--- config.mk ---
export PLATFORM = sky130hd
export DESIGN_NAME = simple_in_debounce
export DESIGN_NICKNAME = d
export VERILOG_FILES = /design/src/rtl/simple_in_debounce_pkg.sv /design/src/rtl/simple_in_debounce_if.sv /design/src/rtl/simple_in_debounce_channel.sv /design/src/rtl/simple_in_debounce.sv
export SDC_FILE = /design/constraint.sdc
export NUM_CORES = 1
export LEC_CHECK = 0
export BUFFER_PORTS_ARGS = -buffer_cell sky130_fd_sc_hd__buf_2
export CELL_PAD_IN_SITES_DETAIL_PLACEMENT = 0
export CELL_PAD_IN_SITES_GLOBAL_PLACEMENT = 2
export CORE_MARGIN = 1.5
export CORE_UTILIZATION = 40
export DETAILED_ROUTE_END_ITERATION = 7
export PLACE_DENSITY = 0.89
export SYNTH_ARGS = -nofsm -noshare
export SYNTH_HDL_FRONTEND = slang
export SYNTH_HIERARCHICAL = 1
export SYNTH_SLANG_ARGS = --single-unit
--- constraint.sdc ---
create_clock -name clk -period 2.3 [get_ports clk]
set_input_delay 0.115 -clock clk [delete_from_list [all_inputs] [get_ports clk]]
set_output_delay 0.115 -clock clk [all_outputs]
set_load 0.02 [all_outputs]
--- src/rtl/simple_in_debounce_pkg.sv ---
// Shared types and constants for the three-channel input debouncer.
// State encoding is fixed so it can be probed and compared directly.
package simple_io_pkg;

  typedef enum logic [1:0] {
    ST_LOW    = 2'd0,
    WAIT_HIGH = 2'd1,
    ST_HIGH   = 2'd2,
    WAIT_LOW  = 2'd3
  } db_state_e;

  localparam int CNT_W                   = 16;
  localparam int DEBOUNCE_CYCLES_DEFAULT = 50000;

  // The accepted level is high in ST_HIGH and while deciding whether to leave it.
  function automatic logic is_high_state(input db_state_e s);
    return (s == ST_HIGH) || (s == WAIT_LOW);
  endfunction

endpackage

--- src/rtl/simple_in_debounce_if.sv ---
// One debounced channel: raw level in, accepted level and edge strobes out.
interface simple_in_debounce_if;
  // No valid/ready here: raw is sampled every clock, lvl is a level, and
  // rise/fall are single-clock strobes with no backpressure.
  logic raw;
  logic lvl;
  logic rise;
  logic fall;

  modport master (input raw, output lvl, output rise, output fall);
  modport slave  (output raw, input lvl, input rise, input fall);
endinterface

--- src/rtl/simple_in_debounce_channel.sv ---
// Single debounce channel: 2-flop synchronizer, 4-state acceptance FSM
// with a saturating stability counter, registered level and edge strobes.
module debounce_channel
  import simple_io_pkg::*;
#(
  parameter int unsigned DEBOUNCE_CYCLES = DEBOUNCE_CYCLES_DEFAULT
) (
  input  logic                   clk,
  input  logic                   rst_n,
  simple_in_debounce_if.master   ch
);

  localparam logic [CNT_W-1:0] CNT_LIMIT = CNT_W'(DEBOUNCE_CYCLES);
  localparam logic [CNT_W-1:0] CNT_ONE   = CNT_W'(1);

  logic             sync_0;
  logic             sync_1;
  db_state_e        state_q;
  db_state_e        state_d;
  logic [CNT_W-1:0] cnt_q;
  logic [CNT_W-1:0] cnt_d;
  logic             lvl_q;
  logic             lvl_d;
  logic             rise_q;
  logic             fall_q;

  always_ff @(posedge clk or negedge rst_n) begin
    if (!rst_n) begin
      sync_0 <= 1'b0;
      sync_1 <= 1'b0;
    end else begin
      sync_0 <= ch.raw;
      sync_1 <= sync_0;
    end
  end

  always_ff @(posedge clk or negedge rst_n) begin
    if (!rst_n) begin
      state_q <= ST_LOW;
      cnt_q   <= '0;
    end else begin
      state_q <= state_d;
      cnt_q   <= cnt_d;
    end
  end

  // The counter only advances while waiting and is cleared on every
  // decision, so it tops out at CNT_LIMIT and never wraps.
  always_comb begin
    state_d = state_q;
    cnt_d   = cnt_q;
    case (state_q)
      ST_LOW: begin
        if (sync_1) begin
          state_d = WAIT_HIGH;
          cnt_d   = CNT_ONE;
        end
      end
      WAIT_HIGH: begin
        if (!sync_1) begin
          state_d = ST_LOW;
          cnt_d   = '0;
        end else if (cnt_q == CNT_LIMIT) begin
          state_d = ST_HIGH;
          cnt_d   = '0;
        end else begin
          cnt_d = cnt_q + CNT_ONE;
        end
      end
      ST_HIGH: begin
        if (!sync_1) begin
          state_d = WAIT_LOW;
          cnt_d   = CNT_ONE;
        end
      end
      WAIT_LOW: begin
        if (sync_1) begin
          state_d = ST_HIGH;
          cnt_d   = '0;
        end else if (cnt_q == CNT_LIMIT) begin
          state_d = ST_LOW;
          cnt_d   = '0;
        end else begin
          cnt_d = cnt_q + CNT_ONE;
        end
      end
      default: begin
        state_d = ST_LOW;
        cnt_d   = '0;
      end
    endcase
  end

  assign lvl_d = is_high_state(state_d);

  // Strobes are registered alongside lvl so they line up with its change.
  always_ff @(posedge clk or negedge rst_n) begin
    if (!rst_n) begin
      lvl_q  <= 1'b0;
      rise_q <= 1'b0;
      fall_q <= 1'b0;
    end else begin
      lvl_q  <= lvl_d;
      rise_q <= lvl_d & ~lvl_q;
      fall_q <= ~lvl_d & lvl_q;
    end
  end

  assign ch.lvl  = lvl_q;
  assign ch.rise = rise_q;
  assign ch.fall = fall_q;

endmodule

--- src/rtl/simple_in_debounce.sv ---
// Three independent debounced inputs plus a delayed any-edge summary strobe.
module simple_in_debounce
  import simple_io_pkg::*;
#(
  parameter int unsigned DEBOUNCE_CYCLES = DEBOUNCE_CYCLES_DEFAULT
) (
  input  logic clk,
  input  logic rst_n,
  input  logic in_1,
  input  logic in_2,
  input  logic in_3,
  output logic lvl_1,
  output logic lvl_2,
  output logic lvl_3,
  output logic rise_1,
  output logic rise_2,
  output logic rise_3,
  output logic fall_1,
  output logic fall_2,
  output logic fall_3,
  output logic any_change
);

  simple_in_debounce_if ch_if_1 ();
  simple_in_debounce_if ch_if_2 ();
  simple_in_debounce_if ch_if_3 ();

  assign ch_if_1.raw = in_1;
  assign ch_if_2.raw = in_2;
  assign ch_if_3.raw = in_3;

  debounce_channel #(.DEBOUNCE_CYCLES(DEBOUNCE_CYCLES)) u_ch_1 (
    .clk(clk), .rst_n(rst_n), .ch(ch_if_1.master)
  );
  debounce_channel #(.DEBOUNCE_CYCLES(DEBOUNCE_CYCLES)) u_ch_2 (
    .clk(clk), .rst_n(rst_n), .ch(ch_if_2.master)
  );
  debounce_channel #(.DEBOUNCE_CYCLES(DEBOUNCE_CYCLES)) u_ch_3 (
    .clk(clk), .rst_n(rst_n), .ch(ch_if_3.master)
  );

  assign lvl_1  = ch_if_1.lvl;
  assign lvl_2  = ch_if_2.lvl;
  assign lvl_3  = ch_if_3.lvl;
  assign rise_1 = ch_if_1.rise;
  assign rise_2 = ch_if_2.rise;
  assign rise_3 = ch_if_3.rise;
  assign fall_1 = ch_if_1.fall;
  assign fall_2 = ch_if_2.fall;
  assign fall_3 = ch_if_3.fall;

  // Simultaneous edges on several channels collapse into one strobe.
  always_ff @(posedge clk or negedge rst_n) begin
    if (!rst_n) begin
      any_change <= 1'b0;
    end else begin
      any_change <= rise_1 | rise_2 | rise_3 | fall_1 | fall_2 | fall_3;
    end
  end

endmodule

### Yosys cells after proc, flatten, opt, wreduce, memory -nomap -nowiden

Cells that the tools add are included.
W data, S select, Z words.

| storage, ports and cells | value |
|---|---|
| bits of input ports | 5 |
| flip-flop bits (word level) | 70 |
| logic and storage cells | 114 |
| output and inout port bits | 10 |

| cells by class | value |
|---|---|
| bitwise logic cells | 17 |
| add/subtract/negate cells | 3 |
| reductions and logical operators | 9 |
| equality and inequality tests | 24 |
| mux-type cells | 39 |

Operators by type and width:

| cell | number |
|---|---|
| $mux W16 | 15 |
| $pmux W16 S4 | 3 |
| $add A16 B1 Y16 const B | 3 |
| $eq A16 B16 Y1 const B | 3 |
| $mux W2 | 18 |
| $eq A2 B2 Y1 const B | 12 |
| $pmux W2 S4 | 3 |
| $and A1 B1 Y1 | 6 |
| $eq A2 B1 Y1 const B | 3 |
| $logic_not A2 Y1 | 3 |
| $ne A2 B1 Y1 const B | 3 |
| $ne A2 B2 Y1 const B | 3 |
| $not A1 Y1 | 6 |
| $reduce_and A2 Y1 | 3 |
| $or A1 B1 Y1 | 5 |
| $logic_or A1 B1 Y1 | 3 |

### Depth between registers and ports, before layout

Gate-level depths: netlist of the first run.

| logic depth | value |
|---|---|
| depth after elaboration | 8 |
| depth in mapped cells | 8 |
| depth with buffers taken out | 7 |

### Hierarchy

Netlist of the first run, hierarchy kept.

Modules (own cells, without submodules):

| module | times used | area an instance (µm²) | cells each |
|---|---|---|---|
| debounce_channel | 3 | 1189.9 | 122 |
| simple_in_debounce | 1 | 38.8 | 4 |

### Worst setup path after synthesis of the first run

OpenSTA, ideal clock, no wires.

| path | value |
|---|---|
| kind | register to register |
| from | reg u_ch_1.cnt_q[0] |
| to | reg u_ch_1.cnt_q[13] |
| data arrival time | 1.753 ns |
| cell stages (with the launch flop) | 9 |
| path slack | 0.480 ns |
| setup time | 0.067 ns |
| path buffers | 1 |
| clock period less this slack | 1.820 ns |
| required time | 2.233 ns |
| path through | dfrtp_1 > inv_1 > ha_1 > nand4b_1 > nor4_4 > or2_1 > buf_6 > or4_4 > nand3_2 |

| on the way | value |
|---|---|
| cells in the longest elaborated chain, start to end | 4 |
| elaborated cells between the ends (all ways) | 6 |
| classes of those cells | add/sub (1); eq/ne (1); mux (4) |

RTL lines:

| item | line | text |
|---|---|---|
| from (decl) | simple_in_debounce_channel.sv:20 | `logic [CNT_W-1:0] cnt_q;` |
| from (signal assigned) | simple_in_debounce_channel.sv:43 | `cnt_q <= cnt_d;` |
| $add A16 B1 Y16 / $eq A16 B16 Y1 (equally long branches) | n/a |  |
| $mux W16 (*) | simple_in_debounce_channel.sv:63, simple_in_debounce_channel.sv:80 |  |
| $mux W16, on equally long branches | simple_in_debounce_channel.sv:77, simple_in_debounce_channel.sv:60 |  |
| $pmux W16 S4 (*) | simple_in_debounce_channel.sv:52 | `case (state_q)` |

Every way passes the cells marked *; elsewhere a longest branch is shown, timed or not.
A chain may end at the register's enable or synchronous reset.

### Final worst setup path of the first run

| path | value |
|---|---|
| from | reg u_ch_3.cnt_q[2] |
| to | reg u_ch_3.cnt_q[3] |

| on the way | value |
|---|---|
| cells in the longest elaborated chain, start to end | 4 |
| elaborated cells between the ends (all ways) | 6 |
| classes of those cells | add/sub (1); eq/ne (1); mux (4) |

RTL lines:

| item | line |
|---|---|
| from (decl) | simple_in_debounce_channel.sv:20 |
| from (signal assigned) | simple_in_debounce_channel.sv:43 |
| $add A16 B1 Y16 / $eq A16 B16 Y1 (equally long branches) | n/a |
| $mux W16 (*) | simple_in_debounce_channel.sv:63, simple_in_debounce_channel.sv:80 |
| $mux W16, on equally long branches | simple_in_debounce_channel.sv:77, simple_in_debounce_channel.sv:60 |
| $pmux W16 S4 (*) | simple_in_debounce_channel.sv:52 |

Marks and branches as above.

==> key figures, run 1 <==
CTS
  • CTS tree: built
  • Clock tree buffer depth: 2
  • Worst skew pair latency: 350 ps
  • Post-CTS setup buffer count: 0
  • Clock Sinks: 70
  • Post-cts sizing count: 0
  • Clk root buf: clkbuf_8
  • Clk slew on worst S/H paths: 80 ps
  • H-tree lvl count: 3
  • CTS Buf Count: 9

GRT
  • Global-route wire length before repair: 12,700 um
  • Total congestion overflow: 0
  • Initial antenna violation count: 0
  • Pin count of the biggest net entering global routing: 27
  • Global Route Usage Sum: 16.4%
  • Vias in the first global route: 2,674

Routing
  • Post-detailed-route wirelength per cell: 14.6 um
  • Post-route antenna net violation count: 0
  • Routed WL: 7360 um
  • DR vias/cell: 5.39
  • Drt initial violations: 131
  • Drt drc: 0
  • DR vias: 2,719
  • Pre-antenna DRT Iters: 4

Power
  • Pwr dens: 621 nW/um2
  • Leak Pwr: 1.77 nW
  • Max VDD drop: 284 uV

Floorplan
  • Die Y: 98.0 um
  • Die W: 98.0 um
  • Starting Density: 41.4%
  • Core Region: 8720 um2
  • I/O pin cnt: 15
  • Die ar.: 9600 um2
  • Row Count: 34

Yosys
  • Post-synthesis average cell area: 9.75 um2
  • Synth Register Bits: 70
  • Synth unique cells: 40
  • Ranking of synthesized cells by area: dfrtp_1, nand2_1, a21oi_1
  • Synth Instances: 370
  • Ys async rst share: 100%
  • Sequential area share after synthesis: 48.5%
  • Syn Nets: 381
  • Top-count cell post-synth: dfrtp_1
  • Most used DFF post-synth: dfrtp_1
  • Cell Area, Synth: 3610 um2
  • Synth top cells by count: dfrtp_1, nand2_1, inv_1, a21oi_1, nor2_1
  • Share of the synthesized area in the top cell type: 48.5%
  • Post-synth EDFFs: 0
  • Syn. warnings: 6
  • Area leader, netlist: dfrtp_1

Critical path
  • Critical-path maximum fanout: 18
  • Crit-path leading delay family: simple AND/OR/NAND/NOR gates
  • Largest stage delay, worst path: 570 ps
  • Critical path start-end classification: reg2reg
  • CP max stage cell: or4_4
  • CP cell instances: or4_4, nor4_4, nor2_2, a21o_1, a22o_1
  • Critical path data arrival time: 2270 ps
  • Critical Path RT: 2540 ps
  • Crit path launch type: flop
  • Crit. End Element: flop
  • Buf/Inv on CP: 0

STA
  • Slew @ Worst Pin: 738 ps
  • Post-route setup TNS: 0 ps
  • Final setup viols: 0
  • Clock Skew: 11.2 ps
  • F_max: 493 MHz
  • Slew headroom: 50.7%
  • Crit path time final: 2030 ps
  • Final hold violations: 0
  • Tcrit/Tclk final: 88.3%
  • Fin worst setup slack: 270 ps
  • RSZ-0062 raised after global routing: false
  • Fin. max-slew vios: 0

Finish
  • Nets: 403
  • Synth-to-Final Area Change: 9.57%
  • Fillers: 822
  • Layout cells sized above 1: 17.4%
  • Reg area: 1750 um2
  • Multi-input logic area: 1680 um2
  • Antenna diode count: 0

Placed design
  • GPL Wtd Cong: 0.867
  • # port buffers: 14
  • Post-place setup slack: 280 ps
  • HPWL Detailed: 5000 um

Worst hold path
  • Worst Hold Class: in2async

Run
  • Number of max-cap violations: 0

Outcome
  • Status: completed
-- state kept, by name, indices dropped and copies added, names as in the netlist, 2 cells and up --
register,flops
u_ch_2/state_q,2
u_ch_3/state_q,2
u_ch_1/cnt_q,16
u_ch_3/cnt_q,16
u_ch_2/cnt_q,16
u_ch_1/state_q,2
-- path summary, 6_finish.rpt --
kind	startpoint	endpoint	slack [ps]	depth (start not counted)
max in group asynchronous	rst_n	u_ch_1/cnt_q[8]	1330	3
worst min-delay path	rst_n	u_ch_3/cnt_q[6]	240	2
worst max-delay path	u_ch_3/cnt_q[2]	u_ch_3/cnt_q[3]	270	5
min in group clk	u_ch_2/sync_0	u_ch_2/sync_1	360	0
worst min register to register	u_ch_2/sync_0	u_ch_2/sync_1	360	0
worst max register to register	u_ch_3/cnt_q[2]	u_ch_3/cnt_q[3]	270	5
-- layer usage --
layer,track usage [%],vias up,share of wire [%]
met2,25.9,38,47
li1,-,1359,-
met1,21.9,1311,48
met4,7.69,0,2.1
met3,2.79,11,2.3
met5,0,-,0
-- cell usage in the layout (no fill, tap or decap), drive strengths merged, types with 4 or more instances in the layout --
| cell type | count |
|---|---|
| dfrtp | 70 |
| nand2 | 46 |
| inv | 28 |
| a21oi | 24 |
| nor2 | 22 |
| o21ai | 18 |
| nand3 | 18 |
| buf | 16 |
| a31oi | 15 |
| or3 | 12 |
| clkbuf | 10 |
| nand4 | 9 |
| nor3 | 9 |
| or4 | 9 |
| or2 | 9 |
| mux2i | 9 |
| and2 | 6 |
| and3 | 6 |
| o21a | 6 |
| ha | 6 |
| dlygate4sd3 | 4 |
| nor4 | 4 |
-- per-stage QoR --
stage	power (mW)	utilization, %	instance area [um2]	instances	hold slack (ps)
2_1_floorplan	1.52	-	3610	370	-181
3_3_place_gp	1.58	43.0	3750	485	109
3_5_place_dp	1.59	43.0	3750	485	116
4_1_cts	2.49	45.3	3950	504	258
5_1_grt	2.58	45.3	3950	504	286
6_report	2.46	45.3	3950	504	243
-- report_power, final --
group,internal [mW],total (mW),switching (mW)
clock network,0.388,0.886,0.498
registers,1.27,1.34,0.0630
logic,0.101,0.232,0.131
-- area by class of cell --
type,instances,share of cell area [%]
sequential,70,44.3
multi-input combinational,264,42.4
tap,108,3.42
clock buffer,10,3.23
timing repair buffer,20,3.16
inverter,27,2.56
clock inverter,5,0.918
-- what timing repair did --
| action | 4_1_cts | 5_1_grt |
|---|---|---|
| setup endpoints to repair | 0 | 0 |
| hold endpoints to repair | 22 | 0 |
| hold buffers | 4 | 0 |
-- logic make-up (layout without fill, tap and decap cells) --
kind of cell,Yosys count,after routing,share of synthesized area [%]
AO/OA/AOI/OAI,78,78,12.9
XOR/XNOR,6,6,1.46
adder cells (fa/ha/maj),6,6,2.08
buffers and inverters,36,62,4.99
flip-flops,70,70,48.5
multiplexers,9,9,2.81
AND/OR/NAND/NOR,165,165,27.2
Power figures use the tool's default switching activity.
==> inputs of run 2 (changes only) <==
--- a/config.mk
+++ b/config.mk
@@ -5,10 +5,10 @@
 export SDC_FILE = /design/constraint.sdc
 export NUM_CORES = 1
 export LEC_CHECK = 0
+export ABC_AREA = 0
 export BUFFER_PORTS_ARGS = -buffer_cell sky130_fd_sc_hd__buf_2
 export CELL_PAD_IN_SITES_DETAIL_PLACEMENT = 0
 export CELL_PAD_IN_SITES_GLOBAL_PLACEMENT = 2
-export CORE_MARGIN = 1.5
 export CORE_UTILIZATION = 40
 export DETAILED_ROUTE_END_ITERATION = 7
 export PLACE_DENSITY = 0.89
==> run 2 against run 1 <==
Net effect:
- critical path depth unchanged
- non-clock buffer count did not move
- largest cell class unchanged
- utilization up 0.72 points
- critical path type unchanged
- combinational power about the same
- flip-flop and latch count did not move
- sequential power about the same
==> key figures, run 2 (synthesis gave the netlist of run 1 again) <==
Outcome
  • Status: completed

Power
  • Max VDD drop: 319 uV (+12%)
  • Combinational Power Share: 8.5% (-1.0 points)
  • Clk pwr share: 42.0% (+5.9 points)
  • Switching share of total power: 26.1% (-2.1 points)
  • Pwr dens: 673 nW/um2 (+8.4%)
  • Internal power: 2.00 mW (+13%)
  • Leak Pwr: 1.81 nW (+2.0%)
  • Seq pwr share: 49.4% (-5.1 points)
  • NetSw: 706 uW (+2.0%)

CTS
  • Clock tree buffer depth: 2 (unchanged)
  • H-tree lvl count: 3 (unchanged)
  • CTS tree: built
  • Clk slew on worst S/H paths: 80 ps (about the same)
  • Clock Sinks: 70 (unchanged)
  • Post-cts sizing count: 0 (unchanged)
  • Worst skew pair latency: 340 ps (about the same)
  • CTS Buf Count: 9 (unchanged)
  • Post-CTS setup buffer count: 0 (unchanged)
  • Clk root buf: clkbuf_8

GRT
  • Global-route wire length before repair: 12,500 um (-1.2%)
  • Pin count of the biggest net entering global routing: 27 (unchanged)
  • Global Route Usage Sum: 16.6% (+0.22 points)
  • Total congestion overflow: 0 (unchanged)
  • Vias in the first global route: 2,603 (-2.7%)
  • Initial antenna violation count: 0 (unchanged)

Finish
  • Top flop regs: u_ch_1/cnt_q x16, u_ch_2/cnt_q x16, u_ch_3/cnt_q x16
  • Finished Layout Cells: 505 (+0.20%)
  • Reg area: 1750 um2 (unchanged)
  • Fillers: 825 (+0.36%)
  • Antenna diode count: 0 (unchanged)
  • Commonest non-fill, non-tap cells in the layout: dfrtp_1, nand2_1, inv_1, a21oi_1, nor2_1
  • Multi-input logic area: 1680 um2 (unchanged)
  • Nets: 403 (unchanged)
  • Most common cell after layout, fill and taps aside: dfrtp_1
  • Synth-to-Final Area Change: 11.3%
  • Layout cells sized above 1: 17.9% (+0.46 points)

Routing
  • Routed WL: 7210 um (-1.9%)
  • DR vias: 2,725 (+0.22%)
  • DR vias/cell: 5.40 (about the same)
  • Drt initial violations: 124 (-5.3%)
  • Post-detailed-route wirelength per cell: 14.3 um (-2.1%)
  • Pre-antenna DRT Iters: 4 (unchanged)
  • Post-route antenna net violation count: 0 (unchanged)
  • Drt drc: 0 (unchanged)

Critical path
  • Critical Path RT: 2530 ps (about the same)
  • Critical-path maximum fanout: 18 (unchanged)
  • Critical path start-end classification: reg2reg
  • Critical path data arrival time: 2280 ps (about the same)
  • Crit path launch type: flop
  • Crit. End Element: flop

STA
  • F_max: 487 MHz (-1.1%)
  • Fin. max-slew vios: 0 (unchanged)
  • Clock Skew: 13.0 ps (+1.77 ps)
  • Final setup viols: 0 (unchanged)
  • RSZ-0062 raised after global routing: false
  • Crit path time final: 2050 ps (+22.5 ps)
  • Slew headroom: 51.9% (+1.2 points)
  • WHS: 265 ps (+22.6 ps)
  • Slew @ Worst Pin: 721 ps (-17.8 ps)
  • Tcrit/Tclk final: 89.2% (+0.98 points)
  • Final hold violations: 0 (unchanged)
  • Post-route setup TNS: 0 ps (unchanged)

Placed design
  • Placed cell count: 485 (unchanged)
  • # port buffers: 14 (unchanged)
  • HPWL Detailed: 4930 um (-1.5%)
  • GPL Wtd Cong: 0.862 (-0.50%)

Floorplan
  • I/O pin cnt: 15 (unchanged)
  • Die W: 97.0 um (-1.0%)
  • Die Y: 97.0 um (-1.0%)
  • Die ar.: 9410 um2 (-2.0%)
  • Row Count: 34 (unchanged)
  • Core Region: 8720 um2 (unchanged)
  • Starting Density: 41.4% (unchanged)

Worst hold path
  • Worst Hold Class: in2async

Run
  • Number of max-cap violations: 0 (unchanged)
run 2: cell count changes in the layout (fill, tap and decap cells not counted), sizes merged:
cell,before,now
clkinvlp,3,1
bufinv,0,2
clkbuf,10,9
inv,28,30
run 2: repair_timing:
| item | 4_1_cts | 5_1_grt |
|---|---|---|
| hold buffers | 4 | 0 |
| endpoints found under the setup margin | 0 | 0 |
| hold endpoints to repair | 22 | 0 |
run 2: final timing paths:
path	startpoint	endpoint	slack (ps)	cells after the start
min	rst_n	u_ch_3/cnt_q[6]	270	2
max in group asynchronous	rst_n	u_ch_2/cnt_q[13]	1290	3
max	u_ch_1/cnt_q[2]	u_ch_1/cnt_q[3]	250	5
min in group clk	u_ch_2/sync_0	u_ch_2/sync_1	360	0
max reg2reg	u_ch_1/cnt_q[2]	u_ch_1/cnt_q[3]	250	5
min reg2reg	u_ch_2/sync_0	u_ch_2/sync_1	360	0
run 2: layout make-up:
cell class	count	area share, %
tap	108	3.36
clock inverter	7	2.55
inverter	27	2.52
timing repair buffer	20	3.12
clock buffer	9	3.08
multi-input combinational	264	41.7
sequential	70	43.6
run 2: layer usage:
metal / wire length, um / global-route usage (%) / part of all wire, %
met4: 101 / 7.35 / 1.4
met2: 3380 / 25.4 / 47
met3: 208 / 3.03 / 2.9
met5: 0 / 0 / 0
met1: 3530 / 23.0 / 49
run 2: power groups by stage:
stage | registers (mW) | logic, mW | clock network, mW
floorplan | 1.35 | 0.178 | 0
global placement | 1.36 | 0.224 | 0
detailed placement | 1.36 | 0.228 | 0
CTS | 1.33 | 0.234 | 1.18
global route | 1.35 | 0.261 | 1.24
finish | 1.34 | 0.231 | 1.14
run 2: worst max-delay path, stage by stage (launching register included):
cell and delay, ps:
dfrtp_1 440, or4_4 570, nor4_4 300, nor2_2 250, a21o_1 210, a22o_1 170
run 2: stage by stage:
step	util [%]	cell area (um2)	setup slack [ps]	total power, mW
after floorplan	-	3610	480	1.52
after global placement	43.0	3750	347	1.58
after detailed placement	43.0	3750	276	1.59
after CTS	46.1	4020	244	2.75
after global routing	46.1	4020	141	2.84
final	46.1	4020	247	2.70
